$ cat src/rtl/synq_pkg.sv
// Shared types for the SyNCiN op dispatcher:
// sequencer states, op codes and datapath widths.
package synq_pkg;

    localparam int LANE_W = 16;
    localparam int XLEN   = 32;

    typedef enum logic [2:0] {
        S_IDLE,
        S_ISSUE,
        S_WAIT_RES,
        S_RESP,
        S_ERR_RESP
    } state_t;

    localparam logic [2:0] OP_ADD = 3'd0;
    localparam logic [2:0] OP_2   = 3'd1;
    localparam logic [2:0] OP_3   = 3'd2;
    localparam logic [2:0] OP_4   = 3'd3;
    localparam logic [2:0] OP_5   = 3'd4;

endpackage

$ cat src/rtl/synq_op_timer.sv
// Saturating watchdog counter for the op dispatcher.
// expired is high once the count reaches LIMIT-1.
module synq_op_timer #(
    parameter int LIMIT = 1024
) (
    input  logic clk,
    input  logic rst,
    input  logic clr,
    input  logic en,
    output logic expired
);

    localparam int W = $clog2(LIMIT + 1);

    logic [W-1:0] cnt;

    always_ff @(posedge clk or negedge rst) begin
        if (!rst) begin
            cnt <= '0;
        end else if (clr) begin
            cnt <= '0;
        end else if (en && cnt != W'(LIMIT)) begin
            cnt <= cnt + W'(1);
        end
    end

    assign expired = cnt >= W'(LIMIT - 1);

endmodule

$ cat src/rtl/synq_op_dispatcher.sv
// Sequencer between the PCPI front-end and the half-precision
// op units: issue lanes, collect one result, respond or abort.
module synq_op_dispatcher
    import synq_pkg::*;
#(
    parameter int NUM_OPS        = 5,
    parameter int TIMEOUT_CYCLES = 1024
) (
    input  logic                     clk,
    input  logic                     rst,
    input  logic                     cmd_valid,
    output logic                     cmd_ready,
    input  logic [2:0]               cmd_op,
    input  logic [XLEN-1:0]          cmd_rs1,
    input  logic [XLEN-1:0]          cmd_rs2,
    output logic                     rsp_valid,
    input  logic                     rsp_ready,
    output logic [XLEN-1:0]          rsp_data,
    output logic                     rsp_err,
    output logic [LANE_W-1:0]        op_a,
    output logic [LANE_W-1:0]        op_b,
    output logic [LANE_W-1:0]        op_c,
    output logic [LANE_W-1:0]        op_d,
    output logic [NUM_OPS-1:0]       op_stb,
    input  logic [NUM_OPS-1:0]       op_busy,
    input  logic [NUM_OPS*LANE_W-1:0] res_data,
    input  logic [NUM_OPS-1:0]       res_stb,
    output logic [NUM_OPS-1:0]       res_ack
);

    state_t              state;
    logic [NUM_OPS-1:0]  sel;
    logic [NUM_OPS-1:0]  oh;
    logic [LANE_W-1:0]   res_mux;
    logic                illegal;
    logic                wide;
    logic                take;
    logic                issue_hs;
    logic                res_hit;
    logic                tmo;
    logic                tmr_clr;
    logic                tmr_en;

    assign illegal  = int'(cmd_op) >= NUM_OPS;
    assign oh       = NUM_OPS'(1) << cmd_op;
    assign wide     = (cmd_op == OP_ADD) || (cmd_op == OP_2);
    assign take     = (state == S_IDLE) && cmd_ready && cmd_valid;
    assign issue_hs = |(op_stb & op_busy);
    assign res_hit  = |(res_stb & sel & ~res_ack);

    // Clearing throughout IDLE makes ISSUE start at zero.
    assign tmr_clr = (state == S_IDLE)
                  || (state == S_ISSUE && issue_hs);
    assign tmr_en  = (state == S_ISSUE)
                  || (state == S_WAIT_RES);

    always_comb begin
        res_mux = '0;
        for (int k = 0; k < NUM_OPS; k++) begin
            if (sel[k]) begin
                res_mux = res_mux | res_data[k*LANE_W +: LANE_W];
            end
        end
    end

    synq_op_timer #(
        .LIMIT(TIMEOUT_CYCLES)
    ) u_timer (
        .clk    (clk),
        .rst    (rst),
        .clr    (tmr_clr),
        .en     (tmr_en),
        .expired(tmo)
    );

    always_ff @(posedge clk or negedge rst) begin
        if (!rst) begin
            state     <= S_IDLE;
            cmd_ready <= 1'b0;
            rsp_valid <= 1'b0;
            rsp_data  <= '0;
            rsp_err   <= 1'b0;
            op_a      <= '0;
            op_b      <= '0;
            op_c      <= '0;
            op_d      <= '0;
            op_stb    <= '0;
            res_ack   <= '0;
            sel       <= '0;
        end else begin
            res_ack <= '0;
            unique case (state)
                S_IDLE: begin
                    cmd_ready <= 1'b1;
                    if (take) begin
                        cmd_ready <= 1'b0;
                        if (illegal) begin
                            rsp_valid <= 1'b1;
                            rsp_err   <= 1'b1;
                            rsp_data  <= '0;
                            state     <= S_ERR_RESP;
                        end else begin
                            sel    <= oh;
                            op_stb <= oh;
                            op_a   <= wide ? cmd_rs1[31:16]
                                           : cmd_rs2[31:16];
                            op_b   <= cmd_rs1[15:0];
                            op_c   <= cmd_rs2[31:16];
                            op_d   <= cmd_rs2[15:0];
                            state  <= S_ISSUE;
                        end
                    end
                end
                S_ISSUE: begin
                    if (issue_hs) begin
                        op_stb <= '0;
                        state  <= S_WAIT_RES;
                    end else if (tmo) begin
                        op_stb    <= '0;
                        rsp_valid <= 1'b1;
                        rsp_err   <= 1'b1;
                        rsp_data  <= '0;
                        state     <= S_ERR_RESP;
                    end
                end
                S_WAIT_RES: begin
                    if (res_hit) begin
                        res_ack   <= sel;
                        rsp_valid <= 1'b1;
                        rsp_err   <= 1'b0;
                        rsp_data  <= {{(XLEN-LANE_W){1'b0}}, res_mux};
                        state     <= S_RESP;
                    end else if (tmo) begin
                        rsp_valid <= 1'b1;
                        rsp_err   <= 1'b1;
                        rsp_data  <= '0;
                        state     <= S_ERR_RESP;
                    end
                end
                S_RESP, S_ERR_RESP: begin
                    if (rsp_ready) begin
                        rsp_valid <= 1'b0;
                        rsp_err   <= 1'b0;
                        rsp_data  <= '0;
                        cmd_ready <= 1'b1;
                        state     <= S_IDLE;
                    end
                end
                default: state <= S_IDLE;
            endcase
        end
    end

endmodule

$ cat config.mk
export PLATFORM = sky130hd
export DESIGN_NAME = synq_op_dispatcher
export DESIGN_NICKNAME = d
export VERILOG_FILES = /design/src/rtl/synq_pkg.sv /design/src/rtl/synq_op_timer.sv /design/src/rtl/synq_op_dispatcher.sv
export SDC_FILE = /design/constraint.sdc
export NUM_CORES = 1
export LEC_CHECK = 0
export BUFFER_PORTS_ARGS = -buffer_cell sky130_fd_sc_hd__buf_2
export CAP_MARGIN = 20
export CORE_MARGIN = 3
export CORE_UTILIZATION = 40
export CTS_CLUSTER_DIAMETER = 50
export DETAILED_ROUTE_END_ITERATION = 8
export PLACE_DENSITY = 0.71
export SLEW_MARGIN = 20
export SYNTH_ARGS = -nofsm -noshare
export SYNTH_HDL_FRONTEND = slang
export SYNTH_SLANG_ARGS = --single-unit
$ cat constraint.sdc
create_clock -name clk -period 2.46 [get_ports clk]
set_clock_uncertainty 0.2 [all_clocks]
set_input_delay 0.492 -clock clk [delete_from_list [all_inputs] [get_ports clk]]
set_output_delay 0.492 -clock clk [all_outputs]
set_load 0.01 [all_outputs]
# Word level (Yosys, flattened, before mapping)

Index checks and enable logic that the tools add are counted.

Muxes and demuxes: 43
Shift-type cells: 1
Reductions and logical operators: 21
Add/subtract/negate cells: 1
Order comparisons: 2
Equal/unequal tests: 12
Bitwise gates (word level): 9

Operator list:

| cell                    | number |
|---|---|
| $mux W32                | 6 |
| $pmux W32 S4            | 1 |
| $mux W16                | 6 |
| $or A16 B16 Y16         | 4 |
| $mux W5                 | 6 |
| $mux W11                | 2 |
| $mux W3                 | 6 |
| $and A5 B5 Y5           | 3 |
| $pmux W3 S4             | 1 |
| $add A11 B1 Y11 const B | 1 |
| $ge A11 B10 Y1 const B  | 1 |
| $mux W1                 | 11 |
| $ne A11 B11 Y1 const B  | 1 |
| $ne A2 B2 Y1 const B    | 5 |
| $pmux W5 S2             | 1 |
| $reduce_or A5 Y1        | 2 |
| $pmux W1 S4             | 2 |
| $eq A3 B1 Y1 const B    | 2 |
| $eq A3 B2 Y1 const B    | 2 |
| $logic_not A3 Y1        | 2 |
| $reduce_bool A2 Y1      | 3 |
| $not A5 Y5              | 1 |
| $reduce_and A5 Y1       | 1 |
| $shl A1 B3 Y5 const A   | 1 |
| other kinds (12)        | 18 |

Output and inout port bits: 109
Flip-flop bits (word level): 128
Bits of input ports: 161
Logic and storage cells: 102

# Depth between registers and ports, before layout

Gate-level depths: netlist of run 1.

Depth after elaboration: 11
Mapped depth: 7
Mapped depth without buffers: 6

# Cells and area by module

From an unflattened synthesis of run 1, not the netlist that was laid out.

Cells, all modules: 494
Area, all modules: 5950.7 um^2

By module, submodules not included:

| module             | cells each | area each (um^2) | times used | seq. area each (um^2) |
|---|---|---|---|---|
| synq_op_dispatcher | 421        | 5276.3           | 1          | 2927.8 |
| synq_op_timer      | 73         | 674.4            | 1          | 275.3 |

# Least setup slack after synthesis of run 1

Ideal clock, no wire load.

Path type: input to register
From: input port cmd_op[1]
To: register rsp_data[0]
Data arrival time: 1.673 ns
Stages: 7
Slack: 0.445 ns
Library setup time: 0.143 ns
Required time: 2.117 ns
Path buffers: 2
Cells stage by stage: buf_2 -> o21ai_2 -> o311ai_1 -> o211ai_2 -> a21oi_2 -> buf_6 -> o22ai_1

Cells in the longest elaborated chain, start to end: 3

Ends and longest elaborated chain:

| item                        | line                      | RTL |
|---|---|---|
| start, declared             | synq_op_dispatcher.sv:13  | `input logic [2:0] cmd_op,` |
| $ge A3 B3 Y1                | synq_op_dispatcher.sv:44  | `assign illegal = int'(cmd_op) >= NUM_OPS;` |
| $ne A2 B2 Y1 (no line)      | -                         |  |
| $reduce_and A5 Y1 (no line) | -                         |  |
| end signal, assigned        | synq_op_dispatcher.sv:131 | `rsp_data <= {{(XLEN-LANE_W){1'b0}}, res_mux};` |
| end, declared               | synq_op_dispatcher.sv:18  | `output logic [XLEN-1:0] rsp_data,` |

No other way between the ends.
A chain may end at the register's enable or synchronous reset.

# Final worst setup path of run 1

From: register state[2]
To: register rsp_data[14]

Cells in the longest elaborated chain, start to end: 5
Elaborated cells on any way between the ends: 15
Classes of those cells: eq/ne (8); mux (1); reduce/logical (6)

Ends and longest elaborated chain:

| item                             | line                                               | RTL |
|---|---|---|
| start, declared                  | synq_op_dispatcher.sv:31                           | `state_t state;` |
| start signal, assigned           | synq_op_dispatcher.sv:78                           | `state <= S_IDLE;` |
| start signal, assigned           | synq_op_dispatcher.sv:101                          | `state <= S_ERR_RESP;` |
| start signal, assigned           | synq_op_dispatcher.sv:110                          | `state <= S_ISSUE;` |
| $logic_not A3 Y1                 | synq_op_dispatcher.sv:47, synq_op_dispatcher.sv:92 |  |
| $logic_and A1 B1 Y1 (2 in a row) | synq_op_dispatcher.sv:47                           | `assign take = (state == S_IDLE) && cmd_ready && cmd_valid;` |
| $ne A2 B2 Y1 (no line)           | -                                                  |  |
| $reduce_and A5 Y1 (no line)      | -                                                  |  |

Several ways; a longest one is shown, not always the timed one.

==> results of run 1 <==
[cells by family after synthesis]
kind of cell,synth area share (%)
AOI/OAI and AO/OA,14.2
xor gates and xnor gates,1.82
adders and majority gates,0.433
muxes,12.1
DFF,55.4
buffers and inverters,5.69
and+or+nand+nor,10.3
[cells in the final DEF, fill, tap and decap left out, types with 3 or more instances in the layout]
cell,instances
buf_12,3
nor2_1,15
mux2_2,25
clkbuf_8,3
buf_2,268
a22o_1,3
a221oi_1,14
clkinv_2,6
o22ai_1,16
and4_1,3
nand3_1,3
clkbuf_1,4
nand4b_1,3
xnor2_1,3
clkbuf_16,17
nor2b_1,18
a22oi_1,4
inv_1,35
nand2_1,40
mux2_1,23
a222oi_1,17
buf_4,18
o21ai_0,21
xor2_1,9
and3_1,8
a21oi_1,7
dfrtp_1,128
nand4_1,4
mux2i_1,16
[area by class of cell]
type | count | area share, %
multi-input cells | 297 | 28.6
flip-flops and latches | 128 | 40.6
inverters | 35 | 1.66
well taps | 180 | 2.85
repair buffers | 289 | 19.5
clock buffers | 24 | 6.10
clock inverters | 7 | 0.761
[state kept, by name, indices dropped and copies added, names as in the netlist]
signal and count:
state 3, rsp_err 1, op_stb 5, res_ack 5
sel 5, op_b 16, rsp_data 32, op_c 16
op_a 16, rsp_valid 1, cmd_ready 1, u_timer.cnt 11
op_d 16
[stage by stage]
step	instances	instance area (um2)	total power, W	util [%]
6_report	960	7890	0.00927	56.4
5_1_grt	960	7890	0.00993	56.4
4_1_cts	960	7890	0.00938	56.4
3_5_place_dp	929	7350	0.00702	52.5
3_3_place_gp	929	7350	0.00687	52.5
2_1_floorplan	493	5780	0.00554	-
[power groups by stage]
stage                     clock network (W)  registers [W]  logic, W
final                               0.00231        0.00330   0.00366
after global routing                0.00250        0.00340   0.00404
after CTS                           0.00236        0.00330   0.00372
after detailed placement                  0        0.00331   0.00371
after global placement                    0        0.00329   0.00358
after floorplan                           0        0.00353   0.00201
[worst max-delay path, cell delays in order, from the launching register on]
cell and delay, ps:
dfrtp_1 510, buf_4 230, o311ai_1 370, o211ai_2 260, a21oi_2 240, buf_12 180, o22ai_1 90
[per-layer routing]
| layer | share of wire [%] | up-vias | global-route usage [%] |
|---|---|---|---|
| met5 | 0 | - | 0 |
| met4 | 1.7 | 0 | 6.44 |
| met3 | 9.6 | 18 | 8.23 |
| met2 | 51 | 237 | 36.0 |
| met1 | 38 | 2396 | 22.9 |
| li1 | - | 2340 | - |
[how the worst min path moves through the flow]
stage	start	endpoint	slack, ps	cells after the start
2_1_floorplan	rst	cmd_ready$_DFFE_PN0P_	-4	0
3_3_place_gp	op_a[11]$_DFFE_PN0P_	op_a[11]$_DFFE_PN0P_	260	2
3_5_place_dp	op_a[10]$_DFFE_PN0P_	op_a[10]$_DFFE_PN0P_	270	2
4_1_cts	rst	rsp_data[27]$_DFFE_PN0P_	10	2
5_1_grt	rst	rsp_data[14]$_DFFE_PN0P_	6	2
6_report	rst	rsp_data[27]$_DFFE_PN0P_	-60	2
==> flow_summary.toml, run 1 <==
[outcome]
outcome = "finished with violations"
violations = "hold timing"

[placed_design]
place_congestion = 0.875
place_hpwl_mm = 12.1
pre_cts_slack_ps = 151
io_buffer_count = 269

[layout]
fin_nets = 931
multi_input_area_mm2 = 0.00225
seq_area_mm2 = 0.00320
antenna_cells = 0
fillers = 1247
drive_gt1_share_pct = 45.4
synthToLayoutAreaGrowth_pct = 36.5

[worst_setup_path]
critPathMaxFanout = 22
endpoint_kind = "register"
r2r_slack_ps = 210
crit_required_ps = 2520
r2r_cells = 6
startpoint = "state[2]$_DFFE_PN0P_"
cp-endpoint = "rsp_data[14]$_DFFE_PN0P_"
startpoint_type = "register"
worstReg2RegEnd = "rsp_data[14]$_DFFE_PN0P_"
path_class = "reg2reg"
arrival_ps = 2310
rr_startpoint = "state[2]$_DFFE_PN0P_"

[sta]
period_minus_slack_ps = 2250
tightestPinTransition_ps = 708
fin_crit_sh_pct = 91.4
maxSlewViolCount = 0
fin_ws_ps = 212
finalSetupViolations = 0
rsz0062_at_grt = "no"
finalSetupTns_ps = 0
whs_ps = -55.5
fmax_ghz = 0.445
hold_viol = 35
relSlewSlack_pct = 52.8

[job]
maxCapViolCount = 0

[cts]
h-tree-depth = 4
cts_tree = "yes"
cts_buffers = 17
clock-root-buffer = "clkbuf_16"
clock_path_buffers = 2
clock_sinks = 128
cts.repair.resized = 0
postCtsSetupBuffers = 0
clk_latency_ps = 410
clkTransAtPathRegs_ps = 60
cts_hold_buf = 0

[floorplan]
fp.dieH_um = 126
start_util_pct = 41.3
ios = 270
rows = 43
die_area_mm2 = 0.0159
core_region_area_mm2 = 0.0140
die_w_um = 126

[power_and_ir_drop]
ir_drop_uv = 797
power_density_mw_per_mm2 = 1170
p_int_w = 0.00595
swShare_pct = 35.8
p_seq_share_pct = 35.6
p_switching_w = 0.00331
leakage_nw = 4.08
p_clk_share_pct = 24.9
comb_power_share_pct = 39.5

[yosys]
synthesis.instances = 493
synth-seq-cells = 128
synth_ff_type = "dfrtp_1"
synth_top_area_share_pct = 55.4
ys_types = 62
ys_async_sr_fraction_pct = 100
ys_warn_count = 0
synthesis.nets = 656
yosysTopAreaCell = "dfrtp_1"
netlist_top_cells_area = "dfrtp_1, mux2_2, mux2_1"
yosysSeqAreaShare_pct = 55.4
yosys-top-cells-count = "dfrtp_1, nand2_1, inv_1"
mappedNetlistArea_mm2 = 0.00578
yosys.cell_count.top_type = "dfrtp_1"
synth_edf_count = 0
avgSynthCellArea_um2 = 11.7

[drt]
wl_per_cell_um = 16.7
drt-total-wl_mm = 16.0
drcViolationCount = 0
via_per_inst = 5.20
drt-pass1-iter-count = 5
first_iter_violations = 219
vias = 4991
ant_nets = 0

[global_routing]
antenna_found_initial = 0
grt_max_degree = 129
grt_overflow = 0
grt_pass1_vias = 5259
grt_pass1_wl_mm = 26.2
groute.usage.overall_pct = 20.6

[hold_path]
hp-class = "in2async"
No activity file was read; power rests on OpenSTA's default activity.
==> run 2: changes to the inputs <==
--- a/config.mk
+++ b/config.mk
@@ -5,14 +5,15 @@
 export SDC_FILE = /design/constraint.sdc
 export NUM_CORES = 1
 export LEC_CHECK = 0
+export ABC_AREA = 1
 export BUFFER_PORTS_ARGS = -buffer_cell sky130_fd_sc_hd__buf_2
 export CAP_MARGIN = 20
 export CORE_MARGIN = 3
-export CORE_UTILIZATION = 40
+export CORE_UTILIZATION = 47
 export CTS_CLUSTER_DIAMETER = 50
 export DETAILED_ROUTE_END_ITERATION = 8
-export PLACE_DENSITY = 0.71
-export SLEW_MARGIN = 20
+export PLACE_DENSITY = 0.81
+export SLEW_MARGIN = 0
 export SYNTH_ARGS = -nofsm -noshare
 export SYNTH_HDL_FRONTEND = slang
 export SYNTH_SLANG_ARGS = --single-unit
==> run 2 against run 1 <==
  * The flow now finishes without violations
  * Sequential power shrank 2%
  * Register-to-register slack gained 80 ps
  * Final area grew 3.2%
  * Die area shrank 11%
  * Clock power grew 5%
  * First-iteration DRC count grew 64%
  * Cell count grew 25%
  * Maximum frequency grew 3.8%
  * Hold slack gained 130 ps
  * Sequential share of layout area shrank 1.3 points
==> flow_summary.toml, run 2 <==
[placed_design]
place_hpwl_mm = 13.7
dpl_cell_area_mm2 = 0.00756
io_buffer_count = 269
place_congestion = 0.937

[cts]
postCtsSetupBuffers = 0
clkTransAtPathRegs_ps = 60
cts.repair.resized = 0
clock_path_buffers = 2
clock_sinks = 128
cts_tree = "yes"
cts_hold_buf = 1
h-tree-depth = 4
cts_buffers = 17
clock-root-buffer = "clkbuf_16"
clk_latency_ps = 420

[sta]
finalSetupTns_ps = 0
maxSlewViolCount = 0
fmax_ghz = 0.462
hold_viol = 0
period_minus_slack_ps = 2170
rsz0062_at_grt = "no"
tightestPinTransition_ps = 578
relSlewSlack_pct = 61.4
whs_ps = 74.0
finalSetupViolations = 0
fin_crit_sh_pct = 88.0

[drt]
via_per_inst = 5.07
drt-total-wl_mm = 18.2
drt-pass1-iter-count = 5
vias = 6079
first_iter_violations = 359
drcViolationCount = 0
ant_nets = 0
wl_per_cell_um = 15.2

[outcome]
outcome = "complete, no violations"

[yosys]
yosys-top-cells-count = "nand2_1, dfrtp_1, nand3_1"
ys_warn_count = 0
yosysTopAreaCell = "dfrtp_1"
synth_top_area_share_pct = 53.2
synthesis.instances = 749
yosys.cell_count.top_type = "nand2_1"
ys_types = 34
netlist_top_cells_area = "dfrtp_1, nand2_1, nand3_1"
synthesis.nets = 912
mappedNetlistArea_mm2 = 0.00602
synth-seq-cells = 128
avgSynthCellArea_um2 = 8.03
ys_async_sr_fraction_pct = 100
synth_edf_count = 0
yosysSeqAreaShare_pct = 53.2
synth_ff_type = "dfrtp_1"

[layout]
regMostFlops = "rsp_data"
layout_common_cells = "nand2_1, buf_2, dfrtp_1, nand3_1, nor2_1"
fin_nets = 1181
largest_reg_flops = 32
drive_gt1_share_pct = 32.9
synthToLayoutAreaGrowth_pct = 35.3
final_common_cell = "nand2_1"
fin_util_pct = 66.4
fin_area_mm2 = 0.00814

[floorplan]
die_w_um = 119
start_util_pct = 49.1
rows = 40
fp.dieH_um = 119
die_area_mm2 = 0.0142
ios = 270
core_region_area_mm2 = 0.0123

[worst_setup_path]
endpoint_kind = "register"
critPathMaxFanout = 17
cpMostUsedCell = "nand2_1"
cp_slowest_cell = "dfrtp_1"
arrival_ps = 2270
max_stage_delay_ps = 400
startpoint_type = "register"
path_cells = "ha_1, nand2_1, nor2_1, nand2_1, nand3_2, inv_2, nand2_4, nand2_2, nand2_1, nand2_1"
crit_required_ps = 2560
path_class = "reg2reg"

[hold_path]
hp-class = "in2reg"

[global_routing]
grt_max_degree = 85
groute.usage.overall_pct = 25.7
grt_pass1_vias = 5947
antenna_found_initial = 3
grt_pass1_wl_mm = 29.0
grt_overflow = 0

[job]
maxCapViolCount = 0

[power_and_ir_drop]
power_density_mw_per_mm2 = 1210
ir_drop_uv = 611
leakage_nw = 4.58
==> run 2: cell types whose count changed after synthesis, sizes merged, moves of 7 or more <==
cell,previous run,this run
nand2,41,329
a31oi,3,16
nor2,16,58
a21boi,1,16
mux2i,16,0
a222oi,17,0
nor2b,18,0
a221oi,14,6
inv,35,28
o22ai,17,0
mux2,48,0
xor2,9,2
and3,8,0
nand3,3,69
==> run 2: per-layer routing <==
layer	vias to the layer above	part of all wire, %	global-route usage (%)
li1	2971	-	-
met4	4	3.5	11.9
met5	-	0.077	0
met1	2799	38	29.3
met3	39	9.6	9.73
met2	266	49	42.6
==> run 2: report_power, final <==
group	internal, W	switching, W
registers	0.00281	0.000423
logic	0.00149	0.00275
clock network	0.00142	0.00100
==> run 2: cell type report <==
cell class / count / area [um2]
fillers: 1054 / 4120
flip-flops and latches: 128 / 3200
multi-input cells: 558 / 2530
repair buffers: 285 / 1510
clock buffers: 17 / 425
well taps: 168 / 210
clock inverters: 15 / 149
inverters: 28 / 105
diodes: 1 / 2.50
==> run 2: final timing paths <==
check	from	end	slack (ps)	depth (start not counted)
min reg2reg	rsp_data[12]$_DFFE_PN0P_	rsp_data[12]$_DFFE_PN0P_	270	2
max reg2reg	u_timer.cnt[0]$_DFFE_PN0P_	rsp_data[6]$_DFFE_PN0P_	290	10
min	cmd_rs2[1]	op_d[1]$_DFFE_PN0P_	70	3
max in group asynchronous	rst	op_c[8]$_DFFE_PN0P_	1090	3
min in group asynchronous	rst	res_ack[0]$_DFF_PN0_	390	2
max	u_timer.cnt[0]$_DFFE_PN0P_	rsp_data[6]$_DFFE_PN0P_	290	10
==> run 2: cell families after synthesis <==
logic type,after synthesis,synth area share [%]
xor gates and xnor gates,4,0.582
and+or+nand+nor,471,32.1
DFF,128,53.2
AOI/OAI and AO/OA,81,8.92
adders and majority gates,2,0.416
buffers and inverters,63,4.72
==> run 2: per-stage QoR <==
| stage | total power (W) | instances | setup WS [ps] |
|---|---|---|---|
| finish | 0.00989 | 1200 | 295 |
| global route | 0.0106 | 1200 | 94.4 |
| CTS | 0.00997 | 1199 | 307 |
| detailed placement | 0.00751 | 1166 | 320 |
| global placement | 0.00740 | 1166 | 394 |
| floorplan | 0.00590 | 749 | 704 |
==> run 2: critical path, delay by kind of cell, from the launching register on <==
| family | cells | cell delay, ps |
|---|---|---|
| buffers and inverters | 1 | 80 |
| DFF | 1 | 400 |
| and+or+nand+nor | 8 | 1170 |
| adders and majority gates | 1 | 210 |
